**config.mk**
```make
export PLATFORM = sky130hd
export DESIGN_NAME = mem_port_arbiter
export DESIGN_NICKNAME = d
export VERILOG_FILES = /design/src/rtl/hex_mem_pkg.sv /design/src/rtl/mem_arb_starve_ctr.sv /design/src/rtl/mem_port_arbiter.sv
export SDC_FILE = /design/constraint.sdc
export NUM_CORES = 1
export LEC_CHECK = 0
export CORE_AREA = 2 2 107 109
export CTS_BUF_LIST = sky130_fd_sc_hd__clkbuf_2
export CTS_CLUSTER_SIZE = 28
export DETAILED_ROUTE_END_ITERATION = 16
export DIE_AREA = 0 0 109 111
export PLACE_DENSITY = 0.92
export SLEW_MARGIN = 30
export SYNTH_ARGS = -nofsm -noshare
export SYNTH_HDL_FRONTEND = slang
export SYNTH_SLANG_ARGS = --single-unit
export TNS_END_PERCENT = 30
```
**constraint.sdc**
```tcl
create_clock -name clk -period 1.8 [get_ports clk]
set_input_delay 0.54 -clock clk [delete_from_list [all_inputs] [get_ports clk]]
set_output_delay 0.54 -clock clk [all_outputs]
set_load 0.005 [all_outputs]
```
**src/rtl/hex_mem_pkg.sv**
```systemverilog
// Shared types and default sizes for the unified-memory port arbiter.
package hex_mem_pkg;

    localparam int unsigned DEF_ADDR_W = 32;
    localparam int unsigned DEF_DATA_W = 32;
    localparam int unsigned BE_W       = DEF_DATA_W / 8;
    localparam logic [BE_W-1:0] BE_ALL = '1;
    localparam int unsigned CNT_W      = 4;

    typedef enum logic [1:0] {
        IDLE   = 2'd0,
        GNT_IF = 2'd1,
        GNT_DM = 2'd2
    } arb_state_e;

endpackage

```
**src/rtl/mem_arb_starve_ctr.sv**
```systemverilog
// Saturating count of consecutive data grants taken while fetch was waiting.
module mem_arb_starve_ctr
    import hex_mem_pkg::*;
#(
    parameter int unsigned LIMIT = 4
) (
    input  logic clk,
    input  logic reset,
    input  logic clr,
    input  logic inc,
    output logic at_limit
);

    logic [CNT_W-1:0] cnt_q;
    logic [CNT_W-1:0] cnt_d;

    // Clear has priority over increment; increment stops at LIMIT.
    always_comb begin
        cnt_d = cnt_q;
        if (clr) begin
            cnt_d = '0;
        end else if (inc && (cnt_q < CNT_W'(LIMIT))) begin
            cnt_d = cnt_q + CNT_W'(1);
        end
    end

    always_ff @(posedge clk or negedge reset) begin
        if (!reset) begin
            cnt_q    <= '0;
            at_limit <= 1'b0;
        end else begin
            cnt_q    <= cnt_d;
            at_limit <= (cnt_d == CNT_W'(LIMIT));
        end
    end

endmodule

```
**src/rtl/mem_port_arbiter.sv**
```systemverilog
// Arbitrates instruction fetch and load/store access to one variable-latency memory.
module mem_port_arbiter
    import hex_mem_pkg::*;
#(
    parameter int unsigned ADDR_W     = DEF_ADDR_W,
    parameter int unsigned DATA_W     = DEF_DATA_W,
    parameter int unsigned STARVE_MAX = 4
) (
    input  logic                clk,
    input  logic                reset,
    input  logic                if_req,
    input  logic [ADDR_W-1:0]   if_addr,
    output logic [DATA_W-1:0]   if_rdata,
    output logic                if_done,
    output logic                if_stall,
    input  logic                dm_req,
    input  logic                dm_we,
    input  logic [ADDR_W-1:0]   dm_addr,
    input  logic [DATA_W-1:0]   dm_wdata,
    input  logic [DATA_W/8-1:0] dm_be,
    output logic [DATA_W-1:0]   dm_rdata,
    output logic                dm_done,
    output logic                dm_stall,
    output logic                mem_req,
    output logic                mem_we,
    output logic [ADDR_W-1:0]   mem_addr,
    output logic [DATA_W-1:0]   mem_wdata,
    output logic [DATA_W/8-1:0] mem_be,
    input  logic                mem_ready,
    input  logic [DATA_W-1:0]   mem_rdata,
    output logic                busy
);

    localparam int unsigned MBE_W = DATA_W / 8;

    arb_state_e state_q;
    arb_state_e state_d;
    logic       take_if;
    logic       take_dm;
    logic       starve_hit;
    logic       starve_clr;
    logic       starve_inc;

    // Data wins a collision unless fetch has already been passed over STARVE_MAX times.
    always_comb begin
        state_d = state_q;
        take_if = 1'b0;
        take_dm = 1'b0;
        case (state_q)
            IDLE: begin
                if (dm_req && !(if_req && starve_hit)) begin
                    state_d = GNT_DM;
                    take_dm = 1'b1;
                end else if (if_req) begin
                    state_d = GNT_IF;
                    take_if = 1'b1;
                end
            end
            GNT_IF: if (mem_ready) state_d = IDLE;
            GNT_DM: if (mem_ready) state_d = IDLE;
            default: state_d = IDLE;
        endcase
    end

    always_ff @(posedge clk or negedge reset) begin
        if (!reset) begin
            state_q <= IDLE;
        end else begin
            state_q <= state_d;
        end
    end

    // Memory command is captured on grant entry and held until acknowledged.
    always_ff @(posedge clk or negedge reset) begin
        if (!reset) begin
            mem_req   <= 1'b0;
            busy      <= 1'b0;
            mem_we    <= 1'b0;
            mem_addr  <= '0;
            mem_wdata <= '0;
            mem_be    <= '0;
        end else begin
            mem_req <= (state_d != IDLE);
            busy    <= (state_d != IDLE);
            if (take_if) begin
                mem_we    <= 1'b0;
                mem_addr  <= if_addr;
                mem_wdata <= '0;
                mem_be    <= {MBE_W{1'b1}};
            end else if (take_dm) begin
                mem_we    <= dm_we;
                mem_addr  <= dm_addr;
                mem_wdata <= dm_wdata;
                mem_be    <= dm_be;
            end
        end
    end

    assign starve_clr = take_if || ((state_q == IDLE) && !if_req);
    assign starve_inc = take_dm && if_req;

    mem_arb_starve_ctr #(
        .LIMIT (STARVE_MAX)
    ) u_starve (
        .clk      (clk),
        .reset    (reset),
        .clr      (starve_clr),
        .inc      (starve_inc),
        .at_limit (starve_hit)
    );

    // Completion and read data are combinational so the stage unfreezes in the ack cycle.
    assign if_done  = (state_q == GNT_IF) && mem_ready;
    assign dm_done  = (state_q == GNT_DM) && mem_ready;
    assign if_rdata = if_done ? mem_rdata : '0;
    assign dm_rdata = (dm_done && !dm_we) ? mem_rdata : '0;
    assign if_stall = if_req && !if_done;
    assign dm_stall = dm_req && !dm_done;

endmodule

```
==> reports/qor.tcl <==
set qor(status) {finished, violations left}
set qor(failing_checks) {setup timing}
set qor(cts_buffer_depth) 2
set qor(yosys_warnings) 0
set qor(net-switching-power_mw) 3.22
set qor(ys_async_sr_fraction_pct) 100
set qor(crit_required_ns) 1.26
set qor(number_of_synthesized_register_bits) 77
set qor(unrepaired_setup_endpoints_after_global_routing) {yes}
set qor(synth_cells) 333
set qor(routed-via-count) 4214
set qor(clock_tree.htree_level_count) 3
set qor(dieHeight_um) 111
set qor(max_cap_violations) 0
set qor(layout_setup_ws_ns) -0.836
set qor(peakVddDrop_mv) 0.650
set qor(worst_slew_pin_slew_ns) 0.430
set qor(mappedNetlistArea_um2) 3720
set qor(antenna-diode-count) 0
set qor(1st_pass_router_iterations) 5
set qor(synth-edff-count) 0
set qor(drt_drc_violations_left) 0
set qor(final_antenna_net_count) 0
set qor(cp_capture_type) {output port}
set qor(r2r_start) {state_q[0]$_DFF_PN0_}
set qor(drt-wirelength-per-cell_um) 19.7
set qor(grt_pass1_vias) 4264
set qor(switching_share_pct) 36.2
set qor(finalClockSkew_ns) 0.0216
set qor(fin_crit_sh_pct) 146
set qor(routed_via_density) 5.29
set qor(mostFrequentLayoutCells) {136 x clkdlybuf4s50_1, 76 x dfrtp_1, 66 x clkbuf_2}
set qor(setup.worst_path.start_class) {register}
set qor(power_frac_seq_pct) 33.9
set qor(leakagePower_nw) 3.47
set qor(grt_first_pass_wirelength_um) 23100
set qor(relSlewSlack_pct) 71.3
set qor(detailedRoute.firstIterationViolations) 267
set qor(layout.cells.non_filler) 796
set qor(synth_nets) 476
set qor(std_cell_rows) 39
set qor(grt_max_degree) 37
set qor(port_buffers) 276
set qor(numClockSinks) 77
set qor(most_common_cell_after_layout_fill_and_taps_aside) {clkdlybuf4s50_1}
set qor(timing.fmax_ghz) 0.379
set qor(number_of_hold_violations_in_the_final_report) 0
set qor(final_hpwl_dp_um) 10900
set qor(r2r.worst_path.cells) 9
set qor(cell_chosen_for_the_clock_root) {clkbuf_2}
set qor(setup_slack_reg_to_reg_ns) -0.15
set qor(share_of_layout_cells_above_drive_strength_1_pct) 37.5
set qor(nFillCells) 838
set qor(fin_nets) 791
set qor(areaGrowthSynthToFinish_pct) 92.7
set qor(top_level_ports) 277
set qor(hold_class) {primary input to asynchronous set/reset pin}
set qor(critical_path.reg2reg.endpoint) {mem_addr[16]$_DFFE_PN0P_}
set qor(placeableCoreArea_um2) 11100
set qor(clock_tree_from_tritoncts) {built}
set qor(cts_made_buffers) 9
set qor(synth_cell_types) 30
set qor(clkLatencyLatePin_ns) 0.52
set qor(worst_ep_arrival_time_ns) 2.10
set qor(p_int_mw) 5.69
set qor(post-route-min-period_ns) 2.64
set qor(die-area_um2) 12100
set qor(critical_path_peak_fanout) 4
set qor(gp_congestion) 0.955
set qor(power.share.clock_pct) 11.8
set qor(synth_sequential_area_ratio_pct) 51.9
set qor(setup.worst_path.class) {register to output port}
set qor(powerDensity_nw_per_um2) 1240
set qor(post-place-cells) 752
set qor(power.share.combinational_pct) 54.3
set qor(slew_viol_final) 0
set qor(synthFlopType) {dfrtp_1}
set qor(grt_overflow) 0
set qor(dieWidth_um) 109
set qor(antenna_violations_before_repair) 0
set qor(initial_core_util_pct) 33.5
set qor(route.final.wire_length_um) 15700
set qor(postLayoutCoreUtil_pct) 64.6
set qor(grt.total_usage_pct) 24.7
set qor(synthesis.area_per_instance_um2) 11.2
set qor(timing.final.setup_violations) 136
set qor(cts.clk_slew.worst_paths_ns) 0.26
[cells in the mapped netlist (2+ instances only)]
master / count / area, um^2
a21oi_1: 4 / 20.0
a221o_1: 32 / 320
a22o_1: 33 / 289
and2_1: 36 / 225
and3_1: 64 / 400
buf_2: 8 / 40.0
buf_4: 8 / 60.1
buf_6: 4 / 45.0
clkbuf_1: 12 / 45.0
dfrtp_1: 77 / 1930
ha_1: 5 / 62.6
inv_1: 4 / 15.0
nand2_1: 5 / 18.8
nand3_1: 10 / 50.1
nor2_1: 4 / 15.0
nor2_2: 2 / 12.5
nor2b_1: 4 / 25.0
o21ai_0: 9 / 45.0
[layer usage]
metal  share of wire (%)  routed length (um)  global-route usage [%]
met4                 3.1                 489                    9.06
met3                 8.3                1310                    5.70
met1                  38                5900                    30.0
met2                  51                7970                    42.0
met5                   0                   0                       0
[final cells by class]
cell class,count,area [um^2],area share [%]
multi-input cells,220,1870,26.1
clock buffers,9,45.0,0.629
clock inverters,7,91.3,1.28
well taps,143,179,2.50
flip-flops and latches,77,1930,26.9
inverters,4,15.0,0.210
repair buffers,336,3030,42.3
[worst max path at each step]
stage / startpoint / end / slack, ns
after floorplan: state_q[0]$_DFF_PN0_ / dm_rdata[10] / 0.04
after global placement: mem_ready / dm_rdata[19] / -0.78
after detailed placement: mem_ready / dm_rdata[18] / -0.86
after CTS: state_q[1]$_DFF_PN0_ / dm_rdata[23] / -0.92
after global routing: state_q[0]$_DFF_PN0_ / dm_rdata[15] / -0.96
final: state_q[0]$_DFF_PN0_ / dm_rdata[15] / -0.84
[sequential cells by signal (all words and copies together), names as in the netlist]
register / flops
busy: 1
mem_addr: 32
mem_be: 4
mem_wdata: 32
mem_we: 1
state_q: 2
u_starve.at_limit: 1
u_starve.cnt_q: 4
[what timing repair did]
action                                  in CTS  in global routing
cloned                                       5                  0
hold buffers                                 1                  0
setup buffers                               16                 10
hold endpoints to repair                    26                  0
endpoints found under the setup margin     140                203
pin swaps                                   21                 31
gates resized for setup                    339                198
[metrics by stage]
| step | hold slack, ns | power [mW] | setup slack (ns) | area, um^2 | TNS [ns] |
|---|---|---|---|---|---|
| final | 0.431 | 8.91 | -0.836 | 7160 | -49.65 |
| after global routing | 0.388 | 9.47 | -0.955 | 7160 | -61.28 |
| after CTS | 0.414 | 8.78 | -0.921 | 7170 | -43.85 |
| after detailed placement | 0.474 | 7.89 | -0.858 | 6830 | -68.90 |
| after global placement | 0.459 | 7.69 | -0.779 | 6830 | -65.11 |
| after floorplan | 0.244 | 4.84 | 0.0436 | 3720 | 0 |
[kinds of logic after synthesis]
family | count (synthesis) | synth area share (%)
AOI/OAI and AO/OA | 84 | 19.4
and+or+nand+nor | 131 | 21.5
buffers and inverters | 36 | 5.52
adders and majority gates | 5 | 1.68
DFF | 77 | 51.9
[critical path, stage by stage (launching register included)]
cell and delay, ns:
dfrtp_1 0.48, inv_2 0.10, ha_4 0.14, nand2_4 0.06, nor2_4 0.17, buf_6 0.13, buf_6 0.10, buf_6 0.10
buf_6 0.09, and2_4 0.14, buf_6 0.09
[power groups by stage]
stage               clock, mW  sequential, mW  combinational [mW]
detailed placement          0            3.03                4.86
global placement            0            2.98                4.71
floorplan                   0            3.04                1.81
global route             1.17            3.11                5.19
finish                   1.05            3.02                4.84
CTS                      1.08            2.98                4.72
Note: power is estimated with default switching activity, not from simulation.
==> RTL edit 1, RTL diff (same settings) <==
`DEF_DATA_W`: 32 -> 16.
--- a/src/rtl/hex_mem_pkg.sv
+++ b/src/rtl/hex_mem_pkg.sv
@@ -2,7 +2,7 @@
 package hex_mem_pkg;
 
     localparam int unsigned DEF_ADDR_W = 32;
-    localparam int unsigned DEF_DATA_W = 32;
+    localparam int unsigned DEF_DATA_W = 16;
     localparam int unsigned BE_W       = DEF_DATA_W / 8;
     localparam logic [BE_W-1:0] BE_ALL = '1;
     localparam int unsigned CNT_W      = 4;
Interface: changed (7 resized); port bits go from 277 to 193. The function was not compared with the original's and may differ.
==> RTL edit 1 against the original RTL <==
The run still ends with negative setup slack left; core utilization down 17 points; largest cell class unchanged; area after synthesis down 25%; sequential cell count down 18; register-to-register slack better by 90 ps; routed wire length down 35%; combinational power down 22%; worst setup slack better by 240 ps; power down 26%; highest routed layer unchanged; design area down 26%; synthesized cell count down 26%; cell count down 23%.
==> RTL edit 1: results (changes against the original RTL) <==
r2r-end: "u_starve.cnt_q[0]"
mappedNetlistNets: 354  # -26%
fin_worst_skew_ps: 14.95  # -6.665 ps
routabilityCongestion: 0.7843  # -18%
dp_hpwl_um: 6901  # -37%
nets: 576  # -27%
worst_ep_arrival_time_ps: 1850  # -250 ps
cp_max_fo: 3  # -1
use_met2: 0.3143  # -0.1056
r2r_slack_ps: -60  # +90 ps
drive_above_1_share: 0.2548  # -0.1204
max_stage_delay_ps: 430  # -50 ps
vias_per_cell: 4.826  # -8.8%
hold_buffers: 0  # -1
wl_met3_um: 972  # -26%
worst_pin_slew_ps: 308.1  # -121.9 ps
wl_per_cell_um: 16.66  # -15%
use_met3: 0.05350  # -0.003527
fill_cells: 994  # +19%
setup_violations: 37  # -73%
wl_met2_um: 5487  # -31%
max-vdd-ir-drop_mv: 0.5888  # -9.4%
dp.cells: 586  # -22%
dpl_cell_area_um2: 5046  # -26%
synth_adder_area_share: 0.02254  # +0.005708
r2r-start: "state_q[1]"
combPwrFrac: 0.567  # +0.024
postCtsSetupRepairBufs: 12  # -4
p_leak_nw: 2.503  # -28%
cts-resized-gates: 226  # -33%
largestRegisters: "mem_addr x32, mem_wdata x16, u_starve.cnt_q x4"
status: "complete, but fails checks"
swShare: 0.3525  # -0.009218
clkLatencyLatePin_ps: 440  # -80 ps
synth_common_cells: "dfrtp_1 (59), and2_1 (52), a221o_1 (32), a22o_1 (17), and3_1 (17)"
whs_ps: 63.68  # -367.8 ps
grt_pass1_vias: 3192  # -25%
setup_tns_ps: -16250  # +33400 ps
grt_usage: 0.1646  # -0.08194
grt_max_degree: 60  # +62%
violations: "negative setup slack"
synth-compound-area-share: 0.2042  # +0.01030
path_clk_slew_ps: 170  # -90 ps
m1WireLength_um: 3662  # -38%
drt_iter0_drc: 119  # -55%
grt_pass1_wl_um: 15510  # -33%
postLayoutSetupSlackWorst_ps: -594.9  # +240.7 ps
totalWireLength_um: 10230  # -35%
place_ws_ps: -775.1  # +82.45 ps
synth_seq_area_share: 0.5320  # +0.01349
-- RTL edit 1: cell count changes in the layout (fill, tap and decap cells not counted), sizes merged, moves of 2 or more --
cell	before	now
a22o	33	17
clkbuf	66	12
buf	103	63
o211ai	0	2
dlygate4sd2	0	51
and2	36	52
dfrtp	77	59
nand3	10	2
clkinv	2	5
clkdlybuf4s50	136	102
clkdlybuf4s15	39	12
nand2	5	2
o21ai	10	8
and3	64	17
-- RTL edit 1: worst reg2reg max path, stage by stage, from the launching register on --
cell and delay (ps):
dfrtp_1 430, buf_4 150, inv_4 60, buf_4 110, ha_4 180, or3b_4 410, or3_4 340, a21oi_2 110
-- RTL edit 1: cell type report --
type / instances / area [um^2] / share of cell area
multi-input cells: 161 / 1330 / 0.2512
well taps: 143 / 178.9 / 0.03380
inverters: 6 / 25.02 / 0.004727
repair buffers: 230 / 2212 / 0.4179
clock buffers: 10 / 50.05 / 0.009454
clock inverters: 5 / 21.27 / 0.004018
flip-flops and latches: 59 / 1476 / 0.2789
==> RTL edit 2, RTL diff (config.mk and constraints unchanged) <==
Without the edit above. The 3 states of `arb_state_e` get a one-hot encoding in 3 bits.
--- a/src/rtl/hex_mem_pkg.sv
+++ b/src/rtl/hex_mem_pkg.sv
@@ -7,10 +7,10 @@
     localparam logic [BE_W-1:0] BE_ALL = '1;
     localparam int unsigned CNT_W      = 4;
 
-    typedef enum logic [1:0] {
-        IDLE   = 2'd0,
-        GNT_IF = 2'd1,
-        GNT_DM = 2'd2
+    typedef enum logic [2:0] {
+        IDLE   = 3'b001,
+        GNT_IF = 3'b010,
+        GNT_DM = 3'b100
     } arb_state_e;
 
 endpackage
Check against the original RTL: no difference found for any inputs over 10 cycles, from zero or initial values and one cycle with reset low; not proved beyond that.
==> RTL edit 2 against the original RTL <==
The run still ends with negative setup slack left; maximum frequency shrank 0.16%; worst setup slack lost 4.3 ps; register-to-register slack gained 200 ps; via count shrank 3.6%; routed wire length shrank 4.0%; design area shrank 0.24%; clock skew grew 1.4 ps; area after synthesis shrank 3.4%; sequential cell count grew 1; power shrank 8.7%; largest power group unchanged; highest routed layer unchanged.
==> RTL edit 2: results (changes against the original RTL) <==
drt_iter0_drc: 198  # -26%
vias_per_cell: 4.990  # -5.7%
status: "complete, but fails checks"
routabilityCongestion: 0.8204  # -14%
wl_met2_um: 7871  # -1.2%
vias: 4062  # -3.6%
r2r-start: "state_q[0]"
setup_violations: 68  # -50%
max-vdd-ir-drop_mv: 0.6228  # -4.1%
synth_common_cells: "dfrtp_1 (77), nand2_1 (74), and2_1 (64), a22o_1 (33), a22oi_1 (32)"
synth_seq_area_share: 0.5441  # +0.02557
grt_max_degree: 40  # +8.1%
grt_pass1_wl_um: 22050  # -4.4%
postLayoutSetupSlackWorst_ps: -839.9  # -4.270 ps
synth_adder_area_share: 0.003486  # -0.01335
synth.avg_cell_area_um2: 10.17  # -8.9%
wl_met3_um: 1433  # +9.6%
synth_cell_types: 31  # +3.3%
whs_ps: 447.5  # +16.00 ps
dp.cells: 770  # +2.4%
p_leak_nw: 3.446  # -0.60%
dp_hpwl_um: 10530  # -3.1%
yosys-top-cells-area: "dfrtp_1 (54%), and2_1 (11%), a22o_1 (8.1%)"
mappedNetlistNets: 492  # +3.4%
m1WireLength_um: 4969  # -16%
grt_usage: 0.2372  # -0.009295
grt_pass1_vias: 4249  # -0.35%
violations: "negative setup slack"
drive_above_1_share: 0.3130  # -0.06223
==> RTL edit 2: routing by layer <==
| layer | vias up | global-route usage |
|---|---|---|
| met3 | 44 | 0.08524 |
| met4 | 0 | 0.1179 |
| met2 | 235 | 0.4199 |
| met5 | - | 0 |
| li1 | 1841 | - |
| met1 | 1942 | 0.2410 |
==> RTL edit 2: worst max-delay path by stage <==
stage	startpoint	to
final	mem_ready	dm_rdata[29]
after global placement	mem_ready	dm_rdata[8]
after global routing	state_q[1]	dm_rdata[29]
after floorplan	state_q[1]	dm_rdata[10]
after detailed placement	mem_ready	dm_rdata[2]
after CTS	state_q[1]	dm_rdata[21]
==> RTL edit 2: area by class of cell <==
cell class	instances	area [um^2]
clock inverter	7	65.06
sequential	78	1953
multi-input combinational	245	1648
clock buffer	9	45.04
inverter	3	11.26
tap	143	178.9
timing repair buffer	329	3241
fill	839	3935
==> RTL edit 2: stage by stage <==
step	worst slack (ps)	utilization	cell area (um^2)
after global placement	-997.3	0.6045	6696
after CTS	-814.6	0.6287	6964
final	-839.9	0.6448	7142
after floorplan	-12.85	-	3605
after global routing	-929.5	0.6448	7142
after detailed placement	-1052	0.6045	6696
==> RTL edit 2: cell families (layout without fill, tap and decap cells) <==
family | Yosys count | count (layout)
flops | 78 | 78
fa+ha+maj | 1 | 1
buf+inv | 30 | 348
simple gates | 164 | 164
compound gates | 80 | 80
==> RTL edit 2: timing repair <==
item / in CTS / in global routing
setup endpoints to repair: 196 / 190
cloned: 5 / 4
hold buffers: 1 / 0
pin swaps: 27 / 7
hold endpoints to repair: 26 / 0
setup buffers: 15 / 5
gates resized for setup: 383 / 152
==> RTL edit 2: power groups by stage <==
stage          Clock, mW  Combinational [mW]  Sequential [mW]
2_1_floorplan          0                1.68             3.03
3_3_place_gp           0                4.31             2.97
3_5_place_dp           0                4.49             3.00
4_1_cts            0.961                4.17             2.96
5_1_grt             1.04                4.59             3.06
6_report           0.935                4.23             2.97
